--- config.mk ---
export PLATFORM = sky130hd
export DESIGN_NAME = out_spike_buf
export DESIGN_NICKNAME = d
export VERILOG_FILES = /design/src/rtl/out_spike_buf_pkg.sv /design/src/rtl/out_spike_buf_aer_sync_fifo.sv /design/src/rtl/out_spike_buf.sv
export SDC_FILE = /design/constraint.sdc
export NUM_CORES = 1
export LEC_CHECK = 0
export CORE_MARGIN = 2
export CORE_UTILIZATION = 49
export DETAILED_ROUTE_END_ITERATION = 8
export PLACE_DENSITY = 0.79
export SYNTH_ARGS = -nofsm -noshare
export SYNTH_HDL_FRONTEND = slang
export SYNTH_SLANG_ARGS = --single-unit
--- constraint.sdc ---
create_clock -name clk_i -period 2.1 [get_ports clk_i]
set_clock_uncertainty 0.1 [all_clocks]
set_input_delay 0.525 -clock clk_i [delete_from_list [all_inputs] [get_ports clk_i]]
set_output_delay 0.525 -clock clk_i [all_outputs]
set_load 0.05 [all_outputs]
--- src/rtl/out_spike_buf_pkg.sv ---
// Shared parameters and AER packet layout for the neuron output stage and router.
package out_spike_buf_pkg;

    localparam int unsigned AER_BIT_WIDTH  = 32;
    localparam int unsigned FIFO_DEPTH     = 4;
    localparam int unsigned PTR_BIT_WIDTH  = 2;
    localparam int unsigned DROP_CNT_WIDTH = 8;

    // AER packet layout: destination in the upper half, neuron ID in the lower half.
    localparam int unsigned AER_NEURON_ID_LSB   = 0;
    localparam int unsigned AER_NEURON_ID_WIDTH = 16;
    localparam int unsigned AER_DEST_LSB        = 16;
    localparam int unsigned AER_DEST_WIDTH      = 16;

    typedef struct packed {
        logic [AER_DEST_WIDTH-1:0]      dest;
        logic [AER_NEURON_ID_WIDTH-1:0] neuronId;
    } aerPkt_t;

    function automatic logic [AER_DEST_WIDTH-1:0] aerDest(input logic [AER_BIT_WIDTH-1:0] pkt);
        return pkt[AER_DEST_LSB +: AER_DEST_WIDTH];
    endfunction

    function automatic logic [AER_NEURON_ID_WIDTH-1:0] aerNeuronId(input logic [AER_BIT_WIDTH-1:0] pkt);
        return pkt[AER_NEURON_ID_LSB +: AER_NEURON_ID_WIDTH];
    endfunction

endpackage

--- src/rtl/out_spike_buf_aer_sync_fifo.sv ---
// Synchronous FIFO for AER packets: storage, pointers, occupancy and push/pop arbitration.
// A push while full is accepted only if a pop frees a slot on the same edge.
module aer_sync_fifo #(
    parameter int unsigned DATA_WIDTH = 32,
    parameter int unsigned DEPTH      = 4,
    parameter int unsigned PTR_WIDTH  = 2
) (
    input  logic                  clk,
    input  logic                  rstN,
    input  logic                  pushReq,
    input  logic [DATA_WIDTH-1:0] wrData,
    input  logic                  popReq,
    output logic [DATA_WIDTH-1:0] rdData,
    output logic                  full,
    output logic                  empty,
    output logic                  dropPulse
);

    localparam logic [PTR_WIDTH:0] OCC_FULL = (PTR_WIDTH+1)'(DEPTH);

    logic [DATA_WIDTH-1:0] mem [DEPTH];
    logic [PTR_WIDTH-1:0]  wrPtr;
    logic [PTR_WIDTH-1:0]  rdPtr;
    logic [PTR_WIDTH:0]    occ;
    logic [PTR_WIDTH:0]    occNext;
    logic                  fullQ;
    logic                  emptyQ;
    logic                  wrEn;
    logic                  rdEn;

    // Arbitrate push/pop against the registered flags and derive next occupancy.
    always_comb begin
        rdEn    = popReq & ~emptyQ;
        wrEn    = pushReq & (~fullQ | rdEn);
        occNext = occ;
        if (wrEn && !rdEn) begin
            occNext = occ + 1'b1;
        end else if (!wrEn && rdEn) begin
            occNext = occ - 1'b1;
        end
    end

    // Pointers, occupancy and registered full/empty flags.
    always_ff @(posedge clk or negedge rstN) begin
        if (!rstN) begin
            wrPtr  <= '0;
            rdPtr  <= '0;
            occ    <= '0;
            fullQ  <= 1'b0;
            emptyQ <= 1'b1;
        end else begin
            if (wrEn) wrPtr <= wrPtr + 1'b1;
            if (rdEn) rdPtr <= rdPtr + 1'b1;
            occ    <= occNext;
            fullQ  <= (occNext == OCC_FULL);
            emptyQ <= (occNext == '0);
        end
    end

    // Packet storage; contents are deliberately left unreset.
    always_ff @(posedge clk) begin
        if (wrEn) mem[wrPtr] <= wrData;
    end

    // Head is forced to zero while empty so stale storage never leaks to the router.
    assign rdData    = emptyQ ? '0 : mem[rdPtr];
    assign full      = fullQ;
    assign empty     = emptyQ;
    assign dropPulse = pushReq & ~wrEn;

endmodule

--- src/rtl/out_spike_buf.sv ---
// Neuron output stage: queues spike packets for the router over valid/ready,
// counts packets lost to overflow and flags time steps that start with spikes still queued.
module out_spike_buf
    import out_spike_buf_pkg::*;
#(
    parameter int unsigned AER_BIT_WIDTH  = out_spike_buf_pkg::AER_BIT_WIDTH,
    parameter int unsigned FIFO_DEPTH     = out_spike_buf_pkg::FIFO_DEPTH,
    parameter int unsigned PTR_BIT_WIDTH  = out_spike_buf_pkg::PTR_BIT_WIDTH,
    parameter int unsigned DROP_CNT_WIDTH = out_spike_buf_pkg::DROP_CNT_WIDTH
) (
    input  logic                      clk_i,
    input  logic                      rst_n_i,
    input  logic                      start_i,
    input  logic                      outSpike_i,
    input  logic [AER_BIT_WIDTH-1:0]  SpikePacket_i,
    output logic [AER_BIT_WIDTH-1:0]  pkt_o,
    output logic                      pkt_valid_o,
    input  logic                      pkt_ready_i,
    output logic                      fifo_full_o,
    output logic                      fifo_empty_o,
    output logic [DROP_CNT_WIDTH-1:0] drop_cnt_o,
    output logic                      stepLate_o
);

    logic                      fifoFull;
    logic                      fifoEmpty;
    logic                      dropPulse;
    logic [DROP_CNT_WIDTH-1:0] dropCnt;
    logic                      stepLate;

    aer_sync_fifo #(
        .DATA_WIDTH (AER_BIT_WIDTH),
        .DEPTH      (FIFO_DEPTH),
        .PTR_WIDTH  (PTR_BIT_WIDTH)
    ) uFifo (
        .clk       (clk_i),
        .rstN      (rst_n_i),
        .pushReq   (outSpike_i),
        .wrData    (SpikePacket_i),
        .popReq    (pkt_ready_i),
        .rdData    (pkt_o),
        .full      (fifoFull),
        .empty     (fifoEmpty),
        .dropPulse (dropPulse)
    );

    // Saturating count of packets discarded because the queue was full.
    always_ff @(posedge clk_i or negedge rst_n_i) begin
        if (!rst_n_i) begin
            dropCnt <= '0;
        end else if (dropPulse && (dropCnt != '1)) begin
            dropCnt <= dropCnt + 1'b1;
        end
    end

    // One-cycle flag when a new time step starts with packets still queued.
    always_ff @(posedge clk_i or negedge rst_n_i) begin
        if (!rst_n_i) begin
            stepLate <= 1'b0;
        end else begin
            stepLate <= start_i & ~fifoEmpty;
        end
    end

    assign pkt_valid_o  = ~fifoEmpty;
    assign fifo_full_o  = fifoFull;
    assign fifo_empty_o = fifoEmpty;
    assign drop_cnt_o   = dropCnt;
    assign stepLate_o   = stepLate;

endmodule

==> flow_summary.ini <==
[grt]
antenna_found_initial = 0
overflow = 0
grt_pass1_vias = 3219
use_met3_pct = 5.142
grt_start_max_net_pins = 34
busiest_layer = met2
use_met1_pct = 24.65
met2_usage_pct = 33.09
grt_first_pass_wirelength_mm = 18.39
grt_usage_pct = 19.70

[pwr]
swShare_pct = 34.69
ir_worst_vdd_mv = 0.7969
switchingPower_mw = 4.589
p_leak_nw = 2.862
p_seq_share_pct = 30.4
p_int_mw = 8.639
power_frac_comb_pct = 45.2
p_per_area_nw_per_um2 = 1690
power.share.clock_pct = 24.3
power_mw = 13.23

[synth]
async_reset_ff_share_pct = 12.33
yosysWarnings = 0
synthTopCellsByArea = edfxtp_1, mux4_2, dfrtp_1
yosys.area.top_type_share_pct = 66.18
ys_ff_latch = 146
synth_area_per_cell_um2 = 20.38
yosysTopAreaCell = edfxtp_1
synth_flop_cell = edfxtp_1
syn_area_um2 = 5808
synth_edf_count = 128
postSynthCellCount = 285
synth-seq-area-share_pct = 73.96
ys_types = 34
synthesis.nets = 329

[worst_setup_path]
critPathRequiredTime_ns = 1.47
startpoint_type = flip-flop
r2r-start = uFifo.empty
slowest_stage = mux4_1
timing.reg2reg.setup_slack_ns = 0.25
endpoint_kind = output pin
max_stage_delay_ns = 0.53
cp_cell_sequence = buf_12, buf_8, mux4_1, and2_1, buf_4
crit_arrival_ns = 1.94
critPathMaxFanout = 6
r2r_end = uFifo.mem[1][3]
crit_type = reg2out
reg2reg_depth = 5

[sta]
setup_viol = 32
period_minus_slack_ns = 2.565
hold_viol = 0
worst_slack_ns = -0.4652
max_freq_ghz = 0.3898
tns_ns = -13.02
rsz0062_at_grt = yes
fin_crit_sh_pct = 122.2
slew_headroom_pct = 77.33
worst_slew_pin_slew_ns = 0.3391
slew_violations = 0

[floorplanning]
die_area_um2 = 12740
boundaryPins = 81
initial_utilization_pct = 50.43
rows = 39
die_width_um = 112.9
core_um2 = 11520
die_h_um = 112.9

[layout]
num_antenna_cells = 0
final_common_cell = edfxtp_1
final_cell_mix = edfxtp_1, clkdlybuf4s50_1, mux4_2
drive_above_1_share_pct = 41.59
stdcell_count = 559
area_growth_pct = 34.77
layout.nets = 447

[drt]
drtPass1Iterations = 7
drtIter0Drc = 256
drc = 7
wl_per_cell_um = 20.30
vias_per_cell = 5.342
route.antenna.remaining_nets = 0
wl_mm = 11.35
vias = 2986

[run_status]
violations = DRC, setup timing
status = complete, but fails checks

[clock_tree]
cts_tree = built
cts_buffers = 17
postCtsHoldBufs = 0
root_buffer = clkbuf_16
clk_pin_slew_ns = 0.06
clock_tree.buffer_depth = 2
clk-insertion-delay-late_ns = 0.41
h-tree-depth = 4
cts.sinks = 146

[placed_design]
io_buffers = 80
hpwl_mm = 6.862
gp_congestion = 0.7783
placed_cells = 521

[hold_path]
hp-class = in2async

[job]
cap_violations = 0
-- sequential cells by signal (all words and copies together) (netlist names) --
signal and flops:
uFifo.wrPtr 2, uFifo.mem 128, uFifo.empty 1, uFifo.full 1
uFifo.rdPtr 2, stepLate_o 1, drop_cnt_o 8, uFifo.occ 3
-- worst max path at each step --
| stage | start | to | slack, ns | cells after the start |
|---|---|---|---|---|
| global route | uFifo.rdPtr[0] | pkt_o[0] | -0.53 | 5 |
| finish | uFifo.rdPtr[0] | pkt_o[31] | -0.47 | 5 |
| floorplan | uFifo.empty | pkt_o[22] | 0.008 | 3 |
| global placement | pkt_ready_i | uFifo.mem[1][14] | -0.15 | 5 |
| detailed placement | pkt_ready_i | uFifo.mem[3][4] | -0.22 | 5 |
| CTS | uFifo.rdPtr[0] | pkt_o[12] | -0.52 | 6 |
-- per-layer routing --
metal	share of wire (%)	routed length, µm	up-vias
met3	5.6	638	11
met4	1.3	150	0
met1	40	4507	1525
li1	-	-	1356
met2	53	6052	94
met5	0	0	-
-- cell type report --
class                           count  area, µm²
Sequential cell                   146       4298
Fill cell                         743       3689
Multi-Input combinational cell    123       1455
Timing Repair Buffer              110       1236
Clock buffer                       17      425.4
Clock inverter                     15      215.2
Tap cell                          143      178.9
Inverter                            5      18.77
-- synth_stat cells (2+ instances only) --
cell type  instances
clkbuf_1           4
mux4_2            28
and2_1            36
nor2b_1            3
edfxtp_1         128
xor2_1             2
nand2_1            6
nand4_1            2
buf_12             3
xnor2_1           10
ha_1               7
and3_1             4
o21ai_0            4
buf_2              3
inv_1              5
dfrtp_1           17
nor2_1             3
mux4_1             4
-- per-stage QoR --
stage                     hold slack (ns)  utilization, %  area (µm²)  setup WS (ns)
final                              0.3369           67.97        7828        -0.4652
after global routing               0.3533           67.97        7828        -0.5289
after CTS                          0.3310           67.97        7828        -0.5191
after detailed placement           0.3807           60.03        6913        -0.2157
after global placement             0.3728           60.03        6913        -0.1548
after floorplan                    0.1294               -        5826       0.008093
-- critical path: cells and delay by family, from the launching register on --
kind / cells / cell delay (ns)
multiplexers: 1 / 0.53
buffers and inverters: 3 / 0.44
flip-flops: 1 / 0.38
AND/OR/NAND/NOR: 1 / 0.17
-- power by group through the flow --
stage	combinational (mW)	sequential [mW]	clock, mW
floorplan	3.47	4.12	0
CTS	6.01	4.02	3.26
finish	5.98	4.03	3.22
detailed placement	5.09	4.08	0
global placement	5.00	4.04	0
global route	6.29	4.07	3.39
-- what timing repair did --
action,CTS,global route
cloned,2,0
hold endpoints to repair,0,0
endpoints found under the setup margin,33,32
pin swaps,0,0
gates resized for setup,59,13
setup buffers,4,2
-- kinds of logic (layout without fill, tap and decap cells) --
group | after synthesis | in the layout | synth area share (%)
DFF | 146 | 146 | 73.96
and+or+nand+nor | 61 | 61 | 6.484
muxes | 33 | 33 | 12.86
buffers and inverters | 16 | 147 | 2.068
xor gates and xnor gates | 12 | 12 | 1.810
AOI/OAI and AO/OA | 10 | 10 | 1.314
adders and majority gates | 7 | 7 | 1.508
No activity file was read; power rests on OpenSTA's default activity.
